$ cat config.mk
export PLATFORM = sky130hd
export DESIGN_NAME = tmds_align_ctrl
export DESIGN_NICKNAME = d
export VERILOG_FILES = /design/src/rtl/tmds_align_ctrl.sv
export SDC_FILE = /design/constraint.sdc
export NUM_CORES = 1
export LEC_CHECK = 0
export ABC_CLOCK_PERIOD_IN_PS = 13500
export CAP_MARGIN = 10
export CELL_PAD_IN_SITES_DETAIL_PLACEMENT = 0
export CELL_PAD_IN_SITES_GLOBAL_PLACEMENT = 1
export CORE_ASPECT_RATIO = 1.5
export CORE_MARGIN = 5
export CORE_UTILIZATION = 50
export CTS_CLUSTER_SIZE = 25
export DETAILED_ROUTE_END_ITERATION = 10
export DONT_BUFFER_PORTS = 1
export PLACE_DENSITY_LB_ADDON = 0.1
export SLEW_MARGIN = 15
export SYNTH_ARGS = -nofsm -noshare
export SYNTH_HDL_FRONTEND = slang
export SYNTH_SLANG_ARGS = --single-unit
$ cat constraint.sdc
create_clock -name clk -period 13.5 [get_ports clk]
set_clock_uncertainty 0.05 [all_clocks]
set_input_delay 2.7 -clock clk [delete_from_list [all_inputs] [get_ports clk]]
set_output_delay 2.7 -clock clk [all_outputs]
set_load 0.03 [all_outputs]
$ cat src/rtl/tmds_align_ctrl.sv
// tmds_align_ctrl
//   Word-alignment controller for the HDMI raw capture path. It counts TMDS
//   control tokens on raw channel-0 words over fixed windows, and steps the
//   word phase (bit slip) and PLL fine delay until tokens arrive at the
//   expected rate. Once aligned, it keeps watching and re-searches after
//   LOSS_WINDOWS consecutive bad windows.
//
//   Build option: define TMDS_ALIGN_DELAY_SWEEP_EN to sweep pll_delay as well
//   (16 delays x 10 phases). Without it pll_delay is fixed at DEFAULT_DELAY
//   and only the 10 word phases are searched.
//
// Ports
//   clk          recovered TMDS pixel clock
//   reset        synchronous, active-high reset
//   locked       PLL lock level; low forces IDLE
//   d0[9:0]      raw channel-0 word, one per clk
//   pll_delay    PLL fine-delay setting
//   slip_phase   current word phase, 0..9
//   slip         one-cycle strobe in the cycle slip_phase takes its new value
//   aligned      high while LOCKED
//   search_fail  sticky: a full sweep returned to its start without locking
//   hit_count    token hits of the last completed window (saturating)
//
// state     | meaning
// ----------+--------------------------------------------------------------
// S_IDLE    | waiting for PLL lock
// S_SETTLE  | ignoring d0 for SETTLE cycles after a lock/delay/phase change
// S_MEASURE | counting token hits over one WINDOW
// S_EVAL    | publish hit_count, decide LOCKED or STEP
// S_STEP    | slip strobe; phase/delay already advanced on entry
// S_LOCKED  | aligned; back-to-back windows with miss counting

module tmds_align_ctrl #(
    parameter int          WINDOW        = 4096,
    parameter int          THRESH        = 64,
    parameter int          SETTLE        = 256,
    parameter int          LOSS_WINDOWS  = 4,
    parameter logic [3:0]  DEFAULT_DELAY = 4'd0
) (
    input  logic        clk,
    input  logic        reset,
    input  logic        locked,
    input  logic [9:0]  d0,
    output logic [3:0]  pll_delay,
    output logic [3:0]  slip_phase,
    output logic        slip,
    output logic        aligned,
    output logic        search_fail,
    output logic [15:0] hit_count
);

    localparam int TMAX = (WINDOW > SETTLE) ? WINDOW : SETTLE;
    localparam int TW   = $clog2(TMAX + 1);
    localparam int MW   = $clog2(LOSS_WINDOWS + 1);

    localparam logic [TW-1:0] WIN_LOAD = TW'(WINDOW - 1);
    localparam logic [TW-1:0] SET_LOAD = TW'(SETTLE - 1);
    localparam logic [15:0]   THRESH_V = 16'(THRESH);
    localparam logic [MW-1:0] LOSS_V   = MW'(LOSS_WINDOWS);

    typedef enum logic [2:0] {
        S_IDLE, S_SETTLE, S_MEASURE, S_EVAL, S_STEP, S_LOCKED
    } state_t;

    state_t          state_q, state_d;
    logic [TW-1:0]   timer_q, timer_d;
    logic [15:0]     hits_q, hits_d, hits_inc;
    logic [MW-1:0]   miss_q, miss_d, miss_inc;
    logic [3:0]      phase_q, phase_d, phase_step;
    logic [3:0]      start_phase_q, start_phase_d;
    logic            fail_q, fail_d;
    logic            slip_q, slip_d;
    logic [15:0]     hit_count_q, hit_count_d;
    logic            is_token;
    logic            enter_step;
    logic            start_match;

`ifdef TMDS_ALIGN_DELAY_SWEEP_EN
    logic [3:0]      delay_q, delay_d, delay_step;
    logic [3:0]      start_delay_q, start_delay_d;
`endif

    assign is_token = (d0 == 10'h354) || (d0 == 10'h0AB) ||
                      (d0 == 10'h154) || (d0 == 10'h2AB);

    assign hits_inc   = (hits_q == 16'hFFFF) ? hits_q : hits_q + 16'(is_token);
    assign miss_inc   = miss_q + MW'(1);
    assign phase_step = (phase_q == 4'd9) ? 4'd0 : phase_q + 4'd1;

`ifdef TMDS_ALIGN_DELAY_SWEEP_EN
    assign delay_step  = (phase_q == 4'd9) ? delay_q + 4'd1 : delay_q;
    // Compared against the start point as it will be after this cycle, so a
    // LOCKED->STEP transition that re-records the start is handled correctly.
    assign start_match = (phase_step == start_phase_d) && (delay_step == start_delay_d);
`else
    assign start_match = (phase_step == start_phase_d);
`endif

    always_ff @(posedge clk) begin
        if (reset) begin
            state_q       <= S_IDLE;
            timer_q       <= '0;
            hits_q        <= '0;
            miss_q        <= '0;
            phase_q       <= '0;
            start_phase_q <= '0;
            fail_q        <= 1'b0;
            slip_q        <= 1'b0;
            hit_count_q   <= '0;
`ifdef TMDS_ALIGN_DELAY_SWEEP_EN
            delay_q       <= DEFAULT_DELAY;
            start_delay_q <= DEFAULT_DELAY;
`endif
        end else begin
            state_q       <= state_d;
            timer_q       <= timer_d;
            hits_q        <= hits_d;
            miss_q        <= miss_d;
            phase_q       <= phase_d;
            start_phase_q <= start_phase_d;
            fail_q        <= fail_d;
            slip_q        <= slip_d;
            hit_count_q   <= hit_count_d;
`ifdef TMDS_ALIGN_DELAY_SWEEP_EN
            delay_q       <= delay_d;
            start_delay_q <= start_delay_d;
`endif
        end
    end

    always_comb begin
        state_d       = state_q;
        timer_d       = timer_q;
        hits_d        = hits_q;
        miss_d        = miss_q;
        phase_d       = phase_q;
        start_phase_d = start_phase_q;
        fail_d        = fail_q;
        slip_d        = 1'b0;
        hit_count_d   = hit_count_q;
        enter_step    = 1'b0;
`ifdef TMDS_ALIGN_DELAY_SWEEP_EN
        delay_d       = delay_q;
        start_delay_d = start_delay_q;
`endif

        if (!locked) begin
            state_d = S_IDLE;
        end else begin
            case (state_q)
                S_IDLE: begin
                    state_d       = S_SETTLE;
                    timer_d       = SET_LOAD;
                    start_phase_d = phase_q;
`ifdef TMDS_ALIGN_DELAY_SWEEP_EN
                    start_delay_d = delay_q;
`endif
                end
                S_SETTLE: begin
                    if (timer_q == '0) begin
                        state_d = S_MEASURE;
                        timer_d = WIN_LOAD;
                        hits_d  = '0;
                    end else begin
                        timer_d = timer_q - TW'(1);
                    end
                end
                S_MEASURE: begin
                    hits_d = hits_inc;
                    if (timer_q == '0) state_d = S_EVAL;
                    else               timer_d = timer_q - TW'(1);
                end
                S_EVAL: begin
                    hit_count_d = hits_q;
                    if (hits_q >= THRESH_V) begin
                        state_d = S_LOCKED;
                        fail_d  = 1'b0;
                        timer_d = WIN_LOAD;
                        hits_d  = '0;
                        miss_d  = '0;
                    end else begin
                        state_d    = S_STEP;
                        enter_step = 1'b1;
                    end
                end
                S_STEP: begin
                    state_d = S_SETTLE;
                    timer_d = SET_LOAD;
                end
                S_LOCKED: begin
                    if (timer_q == '0) begin
                        // Window end: this cycle's sample is included.
                        hit_count_d = hits_inc;
                        hits_d      = '0;
                        timer_d     = WIN_LOAD;
                        if (hits_inc >= THRESH_V) begin
                            miss_d = '0;
                        end else if (miss_inc >= LOSS_V) begin
                            miss_d        = '0;
                            state_d       = S_STEP;
                            enter_step    = 1'b1;
                            start_phase_d = phase_q;
`ifdef TMDS_ALIGN_DELAY_SWEEP_EN
                            start_delay_d = delay_q;
`endif
                        end else begin
                            miss_d = miss_inc;
                        end
                    end else begin
                        hits_d  = hits_inc;
                        timer_d = timer_q - TW'(1);
                    end
                end
                default: state_d = S_IDLE;
            endcase
        end

        // Phase/delay advance on entry so the new value and the strobe share
        // the STEP cycle.
        if (enter_step) begin
            phase_d = phase_step;
            slip_d  = 1'b1;
`ifdef TMDS_ALIGN_DELAY_SWEEP_EN
            delay_d = delay_step;
`endif
            if (start_match) fail_d = 1'b1;
        end
    end

    assign slip_phase  = phase_q;
    assign slip        = slip_q;
    assign aligned     = (state_q == S_LOCKED);
    assign search_fail = fail_q;
    assign hit_count   = hit_count_q;
`ifdef TMDS_ALIGN_DELAY_SWEEP_EN
    assign pll_delay   = delay_q;
`else
    assign pll_delay   = DEFAULT_DELAY;
`endif

endmodule

==> results of run 1 <==
cell usage after synthesis (3+ instances only):
library cell and count:
o21ai_0 26, mux2i_1 5, o22ai_1 3, nand4_1 11
clkbuf_1 31, nor4_1 10, nor2b_1 4, dfxtp_1 61
a31oi_1 8, nor3_1 20, nor2_1 58, buf_4 4
or3_1 15, a311oi_1 11, o21a_1 4, nand2_1 36
xor2_1 7, o41ai_1 3, a21oi_1 45, a211oi_1 12
ha_1 4, and3_2 3, buf_6 3, xnor2_1 10
buf_2 5, nor3b_1 5, and3_1 11, a21boi_0 3
o211ai_1 5, nand2b_1 4, and2_1 5, inv_1 9
nand3_1 19
per-stage QoR:
step	setup WS, ns	power [mW]	cell area (um^2)
4_1_cts	7.49	0.383	3840
3_3_place_gp	7.16	0.215	3640
2_1_floorplan	7.39	0.216	3740
3_5_place_dp	7.14	0.216	3640
5_1_grt	7.23	0.397	3840
6_report	7.48	0.379	3840
cells by family (layout without fill, tap and decap cells):
| logic type | Yosys count | in the layout | share of synthesized area |
|---|---|---|---|
| compound gates | 132 | 132 | 0.225 |
| simple gates | 218 | 218 | 0.307 |
| fa+ha+maj | 4 | 4 | 0.0134 |
| flops | 61 | 61 | 0.328 |
| buf+inv | 55 | 24 | 0.0701 |
| mux | 6 | 6 | 0.0164 |
| other cells | 1 | 4 | 0.00101 |
| xor+xnor | 17 | 17 | 0.0399 |
cell usage in the layout (no fill, tap or decap), types with 4 or more instances in the layout:
cell type	instances
o21a_1	4
a21oi_1	45
a311oi_1	11
a211oi_1	12
and2_1	5
and3_1	11
conb_1	4
xor2_1	7
nor4_1	10
clkbuf_8	12
inv_1	9
nor3_1	20
o21ai_0	26
nor2b_1	4
xnor2_1	10
nand2b_1	4
dfxtp_1	61
nand4_1	11
nand3_1	19
ha_1	4
mux2i_1	5
a31oi_1	8
nor2_1	58
o211ai_1	5
nor3b_1	5
nand2_1	36
or3_1	15
flip-flops by register name, indices dropped and copies added, names as in the netlist:
name and cells:
hits_q 16, hit_count 16, slip 1, search_fail 1, start_phase_q 4, slip_phase 4
state_q 3, timer_q 13, miss_q 3
per-layer routing:
metal  global-route usage  part of all wire  vias up
met5                    0                 0        -
met1                0.254              0.42     1658
li1                     -                 -     1741
met2                0.359              0.52       65
met4               0.0846             0.018        0
met3               0.0552             0.046       13
report_power, final:
| part | leakage (nW) | internal, mW | switching [mW] | total, mW |
|---|---|---|---|---|
| Clock | 0.102 | 0.0984 | 0.0684 | 0.167 |
| Sequential | 0.495 | 0.183 | 0.00643 | 0.190 |
| Combinational | 0.661 | 0.00887 | 0.0133 | 0.0221 |
worst max-delay path, cell delays in order:
cell and delay (ns):
nor4bb_1 0.24, nand3_1 0.10, o41ai_1 0.25, ha_1 0.23
ha_1 0.23, nand3_1 0.17, nor4_1 0.29, mux2_2 0.41
a221o_1 0.33, nor4_1 0.66, o311ai_0 0.25, a41oi_1 0.26
a21oi_1 0.06
path summary, 6_finish.rpt:
path,slack [ns],from,to
worst max-delay path,7.48,d0[5],search_fail
worst min-delay path,0.40,miss_q[1],miss_q[1]
worst max register to register,10.07,state_q[0],hits_q[10]
worst min register to register,0.40,miss_q[1],miss_q[1]
final cells by class:
class,count,share of cell area
multi-input combinational,381,0.587
inverter,9,0.00879
timing repair buffer,1,0.00195
clock buffer,13,0.0439
sequential,61,0.318
clock inverter,1,0.00781
tap,100,0.0326
==> flow_summary.ini, run 1 <==
[status]
status = completed

[critical_path]
cp_data_required_time_ns = 13.67
crit_fanout = 5
end_kind = flop
rr_worst_depth = 7
criticalPathCategory = in2reg
critPathLaunchType = input port
arrival_ns = 6.19

[synth]
synth-edff-count = 0
ys_types = 60
seq_area_frac_synth = 0.328
synthTopCellsByArea = dfxtp_1, a21oi_1, nor2_1
yosys.area.top_type = dfxtp_1
syn_area_per_cell_um2 = 7.55
synth_cells = 494
synth_top_flop_cell = dfxtp_1
synthesis.area_um2 = 3730
ys_ff_latch = 61
async_flop_share = 0
ys.warnings.count = 0
synth_top_area_frac = 0.328

[global_routing]
grt_pass1_wl_um = 15600
grt_usage = 0.212
antenna_found_initial = 0
grt_start_max_net_pins = 64
grt_pass1_vias = 3172
grt_overflow_total = 0

[final_layout]
nFillCells = 719
fin_util = 0.528
nets = 480
area_growth_pct = 3.09
regArea_um2 = 1220
diodes = 0
drive_above_1_share = 0.0536
fin_cells = 566
multi_input_area_um2 = 2260

[clock_network]
root_buffer = clkbuf_8
clkTransAtPathRegs_ns = 0.06
clock_path_buffers = 2
cts_tree = done
cts_max_level = 3
clock-sinks = 61
cts_resized = 0
post-cts-setup-buffers = 0
cts_made_buffers = 9
clock_latency_ns = 0.35
holdBufCountCts = 0

[run]
maxCapViolCount = 0

[place]
dp_cells = 552
place_hpwl_um = 6480
io_buffers = 0
gp_congestion = 0.865

[detailed_routing]
drc = 0
viasPerCell = 6.14
drt_wl_total_um = 9520
drt-wirelength-per-cell_um = 16.8
postRouteAntennaNets = 0
first_pass_iters = 4
num_vias = 3477
drt-initial-drc-count = 270

[sta]
hold_viol = 0
tns_ns = 0
slew_violations = 0
fmax_mhz = 166
worstMarginPinSlew_ns = 0.989
relSlewSlack = 0.341
rsz0062_at_grt = false
fin_crit_ns = 6.02
hold_ws_ns = 0.404
post-route-period-util = 0.446
setup_viol_count_final = 0

[floorplan]
initial_utilization = 0.513
design.die.area_um2 = 9320
die_x_um = 80.5
rows = 38
fp.dieH_um = 116
ios = 40
design.core.area_um2 = 7270

[power]
power_density_nw_per_um2 = 98.6
p_leak_nw = 1.26
vdd_drop_max_uv = 66.6

[hold_path]
hp-class = reg2reg
whs_path_depth = 2
Power figures use the tool's default switching activity.
==> inputs of run 2 (changes only) <==
--- a/config.mk
+++ b/config.mk
@@ -5,13 +5,13 @@
 export SDC_FILE = /design/constraint.sdc
 export NUM_CORES = 1
 export LEC_CHECK = 0
-export ABC_CLOCK_PERIOD_IN_PS = 13500
+export ABC_CLOCK_PERIOD_IN_PS = 5700
 export CAP_MARGIN = 10
 export CELL_PAD_IN_SITES_DETAIL_PLACEMENT = 0
 export CELL_PAD_IN_SITES_GLOBAL_PLACEMENT = 1
 export CORE_ASPECT_RATIO = 1.5
 export CORE_MARGIN = 5
-export CORE_UTILIZATION = 50
+export CORE_UTILIZATION = 47
 export CTS_CLUSTER_SIZE = 25
 export DETAILED_ROUTE_END_ITERATION = 10
 export DONT_BUFFER_PORTS = 1
==> constraint.sdc (replaced) <==
create_clock -name clk -period 5.7 [get_ports clk]
set_clock_uncertainty 0.05 [all_clocks]
set_input_delay 1.14 -clock clk [delete_from_list [all_inputs] [get_ports clk]]
set_output_delay 1.14 -clock clk [all_outputs]
set_load 0.03 [all_outputs]
==> run 2 against run 1 <==
Net effect: first-iteration DRC count shrank 28%; via count is 0.58% lower; routed wire length rose by 1.1%; hold slack got worse by 0.0038 ns.
==> flow_summary.ini, run 2 (synthesized netlist as in run 1, its figures left out) <==
[clock_network]
holdBufCountCts = 0
clock_latency_ns = 0.33
cts_max_level = 3
root_buffer = clkbuf_16
clock_path_buffers = 2
cts_resized = 0
post-cts-setup-buffers = 0
cts_made_buffers = 9
cts_tree = done
clock-sinks = 61
clkTransAtPathRegs_ns = 0.05

[sta]
post-route-period-util = 0.787
setup_viol_count_final = 0
slew_violations = 0
fin_crit_ns = 4.48
hold_viol = 0
worstMarginPinSlew_ns = 0.958
relSlewSlack = 0.362
hold_ws_ns = 0.400
rsz0062_at_grt = false
fin_ws_ns = 1.22
tns_ns = 0
fmax_mhz = 223

[detailed_routing]
drt-wirelength-per-cell_um = 16.9
drt_wl_total_um = 9630
viasPerCell = 6.05
num_vias = 3457
postRouteAntennaNets = 0
drt-initial-drc-count = 195
drc = 0
first_pass_iters = 4

[global_routing]
grt_overflow_total = 0
grt_pass1_vias = 3229
grt_usage = 0.207
antenna_found_initial = 0
grt_pass1_wl_um = 15900
grt_start_max_net_pins = 64

[critical_path]
slowest_delay_ns = 0.65
cp_data_required_time_ns = 5.87
cp_top_family = simple AND/OR/NAND/NOR gates
cp_num_buf_inv = 0
crit_fanout = 5
end_kind = flop
r2r-start = hits_q[0]
startpoint = d0[5]
rrSetupSlack_ns = 2.32
cpMaxStageDelayCell = nor4_1
r2r-end = search_fail
criticalPathCategory = in2reg
cp_cell_sequence = nor4bb_1 > nand3_1 > o41ai_1 > ha_1 > ha_1 > nand3_1 > nor4_1 > mux2_2 > a221o_1 > nor4_1 > o311ai_0 > a41oi_1 > a21oi_1
arrival_ns = 4.65
critPathLaunchType = input port
rr_worst_depth = 10

[power]
switching_share = 0.219
power_frac_comb = 0.048
vdd_drop_max_uv = 157
switching_power_mw = 0.241
power_density_nw_per_um2 = 277
clockPowerShare = 0.543
p_int_mw = 0.861
seq_power_share = 0.409
p_leak_nw = 1.32

[final_layout]
fin_util = 0.520
drive_above_1_share = 0.0597
nets = 481
area_growth_pct = 6.78
final_cell_mix = dfxtp_1, nor2_1, a21oi_1
diodes = 0
final_common_cell = dfxtp_1
finalInstanceArea_um2 = 3980

[floorplan]
die_x_um = 82.7
design.die.area_um2 = 9850
ios = 40
design.core.area_um2 = 7660
rows = 39
initial_utilization = 0.487
fp.dieH_um = 119

[place]
io_buffers = 0
gp_congestion = 0.863
pre_cts_ws_ns = 0.854
place_hpwl_um = 6610
placed_cell_area_um2 = 3650

[hold_path]
min_from = miss_q[1]
min_to = miss_q[1]
hp-class = reg2reg
whs_path_depth = 2

[status]
status = completed

[run]
maxCapViolCount = 0
[run 2: cell types whose count changed in the layout (fill, tap and decap cells not counted), sizes merged]
cell / delta
buf: +1
bufinv: +1
clkbuf: -1
clkinv: +2
[run 2: worst max-delay path by stage]
stage | to | depth (start not counted) | slack [ns]
6_report | search_fail | 13 | 1.22
5_1_grt | search_fail | 13 | 0.93
4_1_cts | search_fail | 13 | 1.20
3_5_place_dp | search_fail | 13 | 0.85
3_3_place_gp | search_fail | 13 | 0.89
2_1_floorplan | search_fail | 15 | 1.15
[run 2: worst min-delay path, delay by kind of cell, from the launching register on]
family / cells / cell delay, ns
flip-flops: 1 / 0.31
AO/OA/AOI/OAI: 1 / 0.05
AND/OR/NAND/NOR: 1 / 0.05
[run 2: area by class of cell]
class,count,area [um^2]
inverters,9,33.8
flip-flops and latches,61,1220
repair buffers,2,15.0
multi-input cells,381,2260
fillers,779,3680
clock inverters,4,70.1
well taps,102,128
clock buffers,12,256
[run 2: per-stage QoR]
stage / power [mW] / cells
finish: 1.10 / 571
global route: 1.14 / 571
CTS: 1.11 / 571
detailed placement: 0.512 / 555
global placement: 0.510 / 555
floorplan: 0.511 / 497
[run 2: power by group through the flow]
stage	Clock, mW	Sequential (mW)	Combinational, mW
2_1_floorplan	0	0.455	0.0555
3_3_place_gp	0	0.459	0.0514
3_5_place_dp	0	0.459	0.0524
4_1_cts	0.610	0.450	0.0529
5_1_grt	0.629	0.452	0.0597
6_report	0.599	0.451	0.0526
[run 2: routing by layer]
metal	track usage	wire length, um	vias to the layer above
li1	-	-	1745
met1	0.242	3970	1630
met2	0.348	5020	66
met3	0.0506	376	16
met4	0.0941	260	0
met5	0	0	-
